File: config.mk
export PLATFORM = sky130hd
export DESIGN_NAME = timer_counter
export DESIGN_NICKNAME = d
export VERILOG_FILES = /design/src/rtl/timer_counter.sv
export SDC_FILE = /design/constraint.sdc
export NUM_CORES = 1
export LEC_CHECK = 0
export ABC_CLOCK_PERIOD_IN_PS = 5100
export CAP_MARGIN = 20
export CORE_ASPECT_RATIO = 2
export CORE_MARGIN = 8
export CORE_UTILIZATION = 54
export DETAILED_ROUTE_END_ITERATION = 6
export PLACE_DENSITY_LB_ADDON = 0.15
export REMOVE_ABC_BUFFERS = 1
export SYNTH_ARGS = -nofsm -noshare
export SYNTH_HDL_FRONTEND = slang
export SYNTH_SLANG_ARGS = --single-unit
File: constraint.sdc
create_clock -name clk -period 5.1 [get_ports clk]
set_input_delay 0.51 -clock clk [delete_from_list [all_inputs] [get_ports clk]]
set_output_delay 0.51 -clock clk [all_outputs]
set_load 0.1 [all_outputs]
File: src/rtl/timer_counter.sv
// Memory-mapped down-counting timer with one-shot and auto-reload modes.
// Register map on Addr[3:2]: 0 CTRL, 1 PRESET, 2 COUNT (read-only), 3 reads zero.
module timer_counter #(
  parameter logic [31:0] PRESET_RESET = 32'h0000_0000
) (
  input  logic        clk,
  input  logic        reset,
  input  logic [31:0] Addr,
  input  logic        WE,
  input  logic [31:0] DataIn,
  output logic [31:0] DataOut,
  output logic        IRQ
);

  typedef enum logic [1:0] {
    S_IDLE = 2'd0,
    S_LOAD = 2'd1,
    S_CNT  = 2'd2,
    S_INT  = 2'd3
  } state_t;

  localparam logic [1:0] REG_CTRL   = 2'd0;
  localparam logic [1:0] REG_PRESET = 2'd1;
  localparam logic [1:0] REG_COUNT  = 2'd2;

  state_t      state_q;
  logic        enable_q;
  logic [1:0]  mode_q;
  logic        im_q;
  logic [31:0] preset_q;
  logic [31:0] count_q;
  logic        irqPending_q;

  logic ctrlWr;
  logic presetWr;
  logic unusedAddrBits;

  assign ctrlWr         = WE && (Addr[3:2] == REG_CTRL);
  assign presetWr       = WE && (Addr[3:2] == REG_PRESET);
  assign unusedAddrBits = ^{Addr[31:4], Addr[1:0]};

  // CPU writes come after the FSM case so they override FSM updates in the same edge.
  always_ff @(posedge clk) begin
    if (reset) begin
      state_q      <= S_IDLE;
      enable_q     <= 1'b0;
      mode_q       <= 2'd0;
      im_q         <= 1'b0;
      preset_q     <= PRESET_RESET;
      count_q      <= 32'd0;
      irqPending_q <= 1'b0;
    end else begin
      case (state_q)
        S_IDLE: begin
          if (enable_q) state_q <= S_LOAD;
        end
        S_LOAD: begin
          count_q <= preset_q;
          state_q <= S_CNT;
        end
        S_CNT: begin
          if (!enable_q) begin
            state_q <= S_IDLE;
          end else if (count_q > 32'd1) begin
            count_q <= count_q - 32'd1;
          end else begin
            count_q      <= 32'd0;
            irqPending_q <= 1'b1;
            state_q      <= S_INT;
          end
        end
        S_INT: begin
          if (mode_q == 2'd1) begin
            irqPending_q <= 1'b0;
            state_q      <= S_LOAD;
          end else begin
            enable_q <= 1'b0;
            state_q  <= S_IDLE;
          end
        end
        default: state_q <= S_IDLE;
      endcase

      if (ctrlWr) begin
        enable_q <= DataIn[0];
        mode_q   <= DataIn[2:1];
        im_q     <= DataIn[3];
      end
      if (presetWr) preset_q <= DataIn;
      if (ctrlWr || presetWr) irqPending_q <= 1'b0;
    end
  end

  always_comb begin
    DataOut = 32'd0;
    case (Addr[3:2])
      REG_CTRL:   DataOut = {28'd0, im_q, mode_q, enable_q};
      REG_PRESET: DataOut = preset_q;
      REG_COUNT:  DataOut = count_q;
      default:    DataOut = 32'd0;
    endcase
  end

  assign IRQ = im_q & irqPending_q;

endmodule

Word level (Yosys, flattened, before mapping)

Index checks and enable logic that the tools add are counted.

Bits of input ports: 67
Bits in registers: 71

Reductions and logical operators: 13
Bitwise gates (word level): 1
$add $sub $neg: 1
$lt $le $gt $ge: 1
Eq/ne operators: 12
Mux-type cells: 16

Operator list:

| cell                                                                   | count |
|---|---|
| 32-bit one-hot mux with 3 select lines                                 | 1 |
| 32-bit 2-to-1 mux                                                      | 2 |
| 32-bit one-hot mux with 2 select lines                                 | 1 |
| 32-bit by 1-bit > comparator with 1-bit output (second input constant) | 1 |
| 32-bit by 1-bit subtractor with 32-bit output (second input constant)  | 1 |
| 2-bit inequality test (second input constant)                          | 5 |
| 2-bit one-hot mux with 4 select lines                                  | 1 |
| 1-bit 2-to-1 mux                                                       | 7 |
| 2-bit by 1-bit == test with 1-bit output (second input constant)       | 3 |
| 2-bit == test (second input constant)                                  | 3 |
| 2-bit 2-to-1 mux                                                       | 3 |
| 2-bit AND reduction                                                    | 3 |
| 2-bit nonzero test                                                     | 3 |
| 2-bit logical NOT                                                      | 2 |
| 4-bit AND reduction                                                    | 1 |
| 3-bit inequality test (second input constant)                          | 1 |
| 1-bit logical AND                                                      | 2 |
| 1-bit one-hot mux with 2 select lines                                  | 1 |
| 2-bit OR reduction                                                     | 1 |
| 1-bit AND                                                              | 1 |
| 1-bit logical OR                                                       | 1 |

Longest topological paths before layout

Gate-level depths: netlist of run 1.

Word-level depth: 4
Depth in mapped cells: 9

Least setup slack after synthesis of run 1

No wires, ideal clock.

Path type: input port to output port
Start: in Addr[3]
End: out DataOut[2]
Arrival: 2.987 ns
Required time: 4.590 ns
Path slack: 1.603 ns
Stages on the path: 3
Cells stage by stage: clkbuf_1 > mux2i_1 > o21ai_0

Longest elaborated chain between the ends: 2
Elaborated cells on any way between the ends: 4

Ends and longest elaborated chain:

| element                                  | line | text |
|---|---|---|
| from (decl)                              | 8    | `input logic [31:0] Addr,` |
| 2-bit == test (tied with other cells)    | 96   | `case (Addr[3:2])` |
| 32-bit one-hot mux with 3 select lines * | 96   |  |
| to (decl)                                | 11   | `output logic [31:0] DataOut,` |

Mark *: on every way between the ends. The rest lies on a longest branch, timed or not.

Worst setup path after layout of run 1

Start: in Addr[2]
End: out DataOut[0]

Same word-level chain as after synthesis.

==> results.cfg, run 1 <==
[cts]
ctsLongestPathBuffers = 2
cts_htree_levels = 3
clk_latency_ns = 0.34
cts_root_buf = clkbuf_16
clk_pin_slew_ns = 0.05
cts_tree = built
cts_hold_buf = 0
cts_buffers = 9
ctsResizeCount = 0
cts_sinks = 71
post_cts.repair.setup_buffers = 0

[final_layout]
diodes = 0
drive_above_1_share_pct = 11.0
fin_nets = 639
synthToLayoutAreaGrowth_pct = 21.6

[worst_setup_path]
cp-start-kind = input port
slowest_delay_ns = 1.16
cp_data_arrival_time_ns = 3.09
critPathCaptureType = output pin
cpMostUsedCell = clkdlybuf4s50_1
worstSetupPathType = in -> out
crit_required_ns = 4.59
cp_max_fo = 14
worstPathCellList = clkdlybuf4s50_1, nor2b_2, nand2_1, o21ai_0, clkdlybuf4s50_1
slowest_stage = clkdlybuf4s50_1

[timing]
setup_tns_ns = 0
slew-limit-headroom_pct = 35.1
max_freq_ghz = 0.277
rsz0062_at_grt = no
worst_pin_slew_ns = 0.970
drv_slew = 0
hold_violations = 0
finalSetupViolations = 0
period_share_pct = 70.7
fin_skew_ns = 0.00434
period_needed_ns = 3.60

[pwr]
switching_share_pct = 28.5
seqPwrFrac_pct = 41.4
vdd_ir_drop_max_mv = 0.247
p_total_uw = 1410
power.internal_uw = 1010
comb_power_share_pct = 17.8
leakagePower_uw = 0.00186
p_clk_share_pct = 40.8
switching_power_uw = 403
p_per_area_mw_per_mm2 = 287

[detailed_routing]
post_drt_wl_per_cell_um = 19.4
drt_iter0_drc = 523
viasPerCell = 6.51
drc_errors = 0
final_antenna_net_count = 0
num_vias = 4330
drt-pass1-iter-count = 7
routed_wl_mm = 12.9

[synth]
synth-main-ff-cell = dfxtp_1
synth_edf_count = 0
yosysTopAreaCellShare_pct = 35.2
synth_area_leader_cell = dfxtp_1
synth_area_leaders = dfxtp_1 (35%), nand2_1 (8.3%), a21oi_1 (6.9%), a22o_1 (6.1%), clkbuf_1 (3.6%)
synth_seq_area_share_pct = 35.2
synth_warnings = 0
synth_cells = 530
ys_seq_elements = 71
synth_most_common_cell = nand2_1
synth-async-reset-ratio_pct = 0
syn_area_per_cell_sq_um = 7.62
netlist-cell-type-count = 48
netlist_area_sq_mm = 0.00404
synthTopCellsByCount = nand2_1 (89), dfxtp_1 (71), a21oi_1 (56)

[place]
gp_congestion = 0.931
io_buffers = 69
hpwlAfterDp_mm = 8.84

[grt]
grt_max_degree = 36
first_global_vias = 4279
grt_first_pass_wirelength_mm = 20.5
grt_usage_pct = 23.3
grt_antenna_before_repair = 0
overflow = 0

[floorplan]
ios = 100
die-width_um = 77.1
die_h_um = 138
num_rows = 44
start_util_pct = 55.6
die_area_sq_mm = 0.0107
core_area_sq_mm = 0.00727

[job]
cap_violations = 0

[hold_path]
hold_class = reg -> reg

[outcome]
status = finished, final reports clean
[final timing paths]
check	end	cells after the start	startpoint	slack (ns)
setup / recovery	DataOut[0]	5	Addr[2]	1.50
hold reg to reg	preset_q[23]	2	preset_q[23]	0.47
hold / removal	preset_q[23]	2	preset_q[23]	0.47
setup reg to reg	count_q[5]	5	count_q[4]	2.29
[cell type report]
| cell class | instances | area [sq um] |
|---|---|---|
| fill | 648 | 2360 |
| clock buffer | 13 | 260 |
| multi-input combinational | 404 | 2380 |
| timing repair buffer | 78 | 701 |
| clock inverter | 1 | 5.00 |
| tap | 92 | 115 |
| inverter | 6 | 22.5 |
| sequential | 71 | 1420 |
[placed cells by master (no fill, tap or decap), types with 6 or more instances in the layout]
cell	n
a211oi_1	7
a21oi_1	56
a22o_1	28
a31oi_1	12
a32oi_1	8
buf_4	37
clkbuf_16	9
clkdlybuf4s50_1	39
dfxtp_1	71
inv_1	6
mux2i_1	12
nand2_1	89
nand3_1	21
nand4_1	6
nand4b_1	6
nor2_1	32
nor3_1	18
nor4_1	13
o211ai_1	6
o21ai_0	11
o22ai_1	10
[routing by layer]
layer / vias to the layer above / track usage, % / routed length (um)
li1: 2042 / - / -
met1: 2055 / 24.0 / 4710
met2: 196 / 41.8 / 6870
met3: 37 / 5.13 / 808
met4: 0 / 12.9 / 478
met5: - / 0 / 0
[power groups by stage]
| stage | Clock (uW) | Combinational [uW] | Sequential (uW) |
|---|---|---|---|
| after CTS | 578 | 248 | 584 |
| after floorplan | 0 | 156 | 592 |
| final | 575 | 251 | 584 |
| after detailed placement | 0 | 247 | 596 |
| after global routing | 602 | 271 | 586 |
| after global placement | 0 | 241 | 595 |
[cell families after synthesis]
group,count (synthesis),share of synthesized area [%]
adder cells (fa/ha/maj),2,0.620
flip-flops,71,35.2
AO/OA/AOI/OAI,162,26.9
buffers and inverters,55,5.95
multiplexers,12,2.98
XOR/XNOR,4,0.868
AND/OR/NAND/NOR,224,27.5
[worst max-delay path, delay by kind of cell]
family / cells / cell delay [ns]
and+or+nand+nor: 2 / 0.71
AOI/OAI and AO/OA: 1 / 0.10
buffers and inverters: 2 / 1.77
[sequential cells by signal, summed over array words and instances (netlist names)]
name and flops:
state_q 2, enable_q 1, irqPending_q 1, count_q 32, im_q 1, mode_q 2, preset_q 32
[through the flow]
| step | utilization [%] | std cells | hold WS [ns] | cell area [sq um] | setup slack [ns] |
|---|---|---|---|---|---|
| 3_5_place_dp | 63.9 | 651 | 0.465 | 4640 | 1.54 |
| 4_1_cts | 67.5 | 665 | 0.473 | 4910 | 1.52 |
| 3_3_place_gp | 63.5 | 650 | 0.460 | 4620 | 1.55 |
| 5_1_grt | 67.5 | 665 | 0.493 | 4910 | 1.39 |
| 2_1_floorplan | - | 481 | 0.440 | 3820 | 1.78 |
| 6_report | 67.5 | 665 | 0.475 | 4910 | 1.50 |
(Power assumes the default switching activity.)
==> run 2, diff against run 1 <==
--- a/config.mk
+++ b/config.mk
@@ -5,11 +5,11 @@
 export SDC_FILE = /design/constraint.sdc
 export NUM_CORES = 1
 export LEC_CHECK = 0
-export ABC_CLOCK_PERIOD_IN_PS = 5100
+export ABC_CLOCK_PERIOD_IN_PS = 2900
 export CAP_MARGIN = 20
 export CORE_ASPECT_RATIO = 2
 export CORE_MARGIN = 8
-export CORE_UTILIZATION = 54
+export CORE_UTILIZATION = 45
 export DETAILED_ROUTE_END_ITERATION = 6
 export PLACE_DENSITY_LB_ADDON = 0.15
 export REMOVE_ABC_BUFFERS = 1
==> constraint.sdc (replaced) <==
create_clock -name clk -period 2.9 [get_ports clk]
set_input_delay 0.29 -clock clk [delete_from_list [all_inputs] [get_ports clk]]
set_output_delay 0.29 -clock clk [all_outputs]
set_load 0.1 [all_outputs]
==> results.cfg, run 2 (same netlist as run 1, synthesis figures left out) <==
[outcome]
status = finished, final reports clean

[worst_setup_path]
cpLargestDelayFamily = simple AND/OR/NAND/NOR gates
r2r_cells = 5
cpMostUsedCell = or4_4
cp_num_buf_inv = 0
slowest_delay_ns = 0.61
r2r-start = count_q[25]
crit_required_ns = 3.11
timing.rr.end = count_q[5]
cp_max_fo = 13
cp_data_arrival_time_ns = 2.81
reg2reg_slack_ns = 0.30
critPathCaptureType = flop
cp-start-kind = flop
slowest_stage = or4_4
worstSetupPathType = reg -> reg
worstPathCellList = or4_4, or4_4, or4_4, nand2_1, o22ai_1

[pwr]
vdd_ir_drop_max_mv = 0.338
leakagePower_uw = 0.00207
p_per_area_mw_per_mm2 = 489

[timing]
hold_violations = 0
fin_skew_ns = 0.00441
drv_slew = 0
worst_pin_slew_ns = 0.608
final.setup.worst_slack_ns = 0.301
slew-limit-headroom_pct = 59.4
period_share_pct = 89.6
max_freq_ghz = 0.385
finalSetupViolations = 0
rsz0062_at_grt = no
period_needed_ns = 2.60

[floorplan]
num_rows = 49
core_area_sq_mm = 0.00889
die_h_um = 150
start_util_pct = 45.4
die-width_um = 83.0
die_area_sq_mm = 0.0124
ios = 100

[cts]
post_cts.repair.setup_buffers = 0
cts_tree = built
ctsResizeCount = 0
cts_htree_levels = 3
clk_pin_slew_ns = 0.06
ctsLongestPathBuffers = 2
cts_root_buf = clkbuf_16
cts_hold_buf = 0
cts_buffers = 9
cts_sinks = 71
clk_latency_ns = 0.34

[place]
placed_cells = 681
io_buffers = 69
dpl_worst_slack_ns = 0.330
gp_congestion = 0.944
hpwlAfterDp_mm = 9.44

[final_layout]
largestRegisters = count_q (32), preset_q (32)
utilization_pct = 61.8
diodes = 0
drive_above_1_share_pct = 14.8
synthToLayoutAreaGrowth_pct = 36.1
final_common_cell = nand2_1
layout.cells.non_filler = 697
fin_nets = 659
mostFrequentLayoutCells = nand2_1 (89), dfxtp_1 (71), a21oi_1 (56), clkdlybuf4s50_1 (35), buf_12 (33)

[hold_path]
hold_path_depth = 2
hold-path-endpoint = preset_q[14]
worstHoldStart = reset
hold_class = in -> reg

[detailed_routing]
drc_errors = 0
final_antenna_net_count = 0
num_vias = 4361
viasPerCell = 6.26
drt_iter0_drc = 361
post_drt_wl_per_cell_um = 19.2
drt-pass1-iter-count = 5
routed_wl_mm = 13.4

[grt]
overflow = 0
grt_first_pass_wirelength_mm = 21.3
grt_antenna_before_repair = 0
first_global_vias = 4248
grt_usage_pct = 20.8
grt_max_degree = 29

[job]
cap_violations = 0
run 2: cell types whose count changed in the layout (fill, tap and decap cells not counted):
cell / delta
buf_16: -1
buf_12: +33
clkbuf_1: +1
bufinv_16: +2
clkdlybuf4s50_1: -4
clkbuf_8: -2
buf_4: -8
clkinv_2: +1
run 2: how the worst max path moves through the flow:
stage / from / endpoint / slack, ns / cells after the start
floorplan: state_q[0] / count_q[30] / -0.05 / 5
global placement: count_q[25] / count_q[27] / 0.37 / 5
detailed placement: count_q[25] / count_q[5] / 0.33 / 5
CTS: count_q[25] / count_q[5] / 0.32 / 5
global route: count_q[25] / count_q[23] / 0.24 / 5
finish: count_q[25] / count_q[5] / 0.30 / 5
run 2: report_power, final:
part           internal (uW)  leakage, uW  switching [uW]  total (uW)
registers               1000     0.000575            25.6        1030
clock network            751     0.000151             412        1160
logic                    202      0.00134             298         501
total                   1950      0.00207             736        2690
run 2: area by class of cell:
cell class | instances | area [sq um]
Clock buffer | 12 | 236
Sequential cell | 71 | 1420
Multi-Input combinational cell | 404 | 2380
Fill cell | 763 | 3390
Inverter | 6 | 22.5
Clock inverter | 4 | 70.1
Tap cell | 102 | 128
Timing Repair Buffer | 98 | 1230
run 2: per-layer routing:
metal | routed length (um) | track usage, %
met5 | 0 | 0
met4 | 474 | 11.6
met3 | 608 | 3.54
met2 | 7250 | 38.6
met1 | 5060 | 21.4
run 2: through the flow:
stage / power (uW) / setup TNS, ns / cell area, sq um / hold WS [ns]
finish: 2690 / 0 / 5500 / 0.396
global route: 2780 / 0 / 5500 / 0.395
CTS: 2690 / 0 / 5500 / 0.377
detailed placement: 1540 / 0 / 5190 / 0.467
global placement: 1530 / 0 / 5190 / 0.464
floorplan: 1310 / -0.0716 / 3820 / 0.359
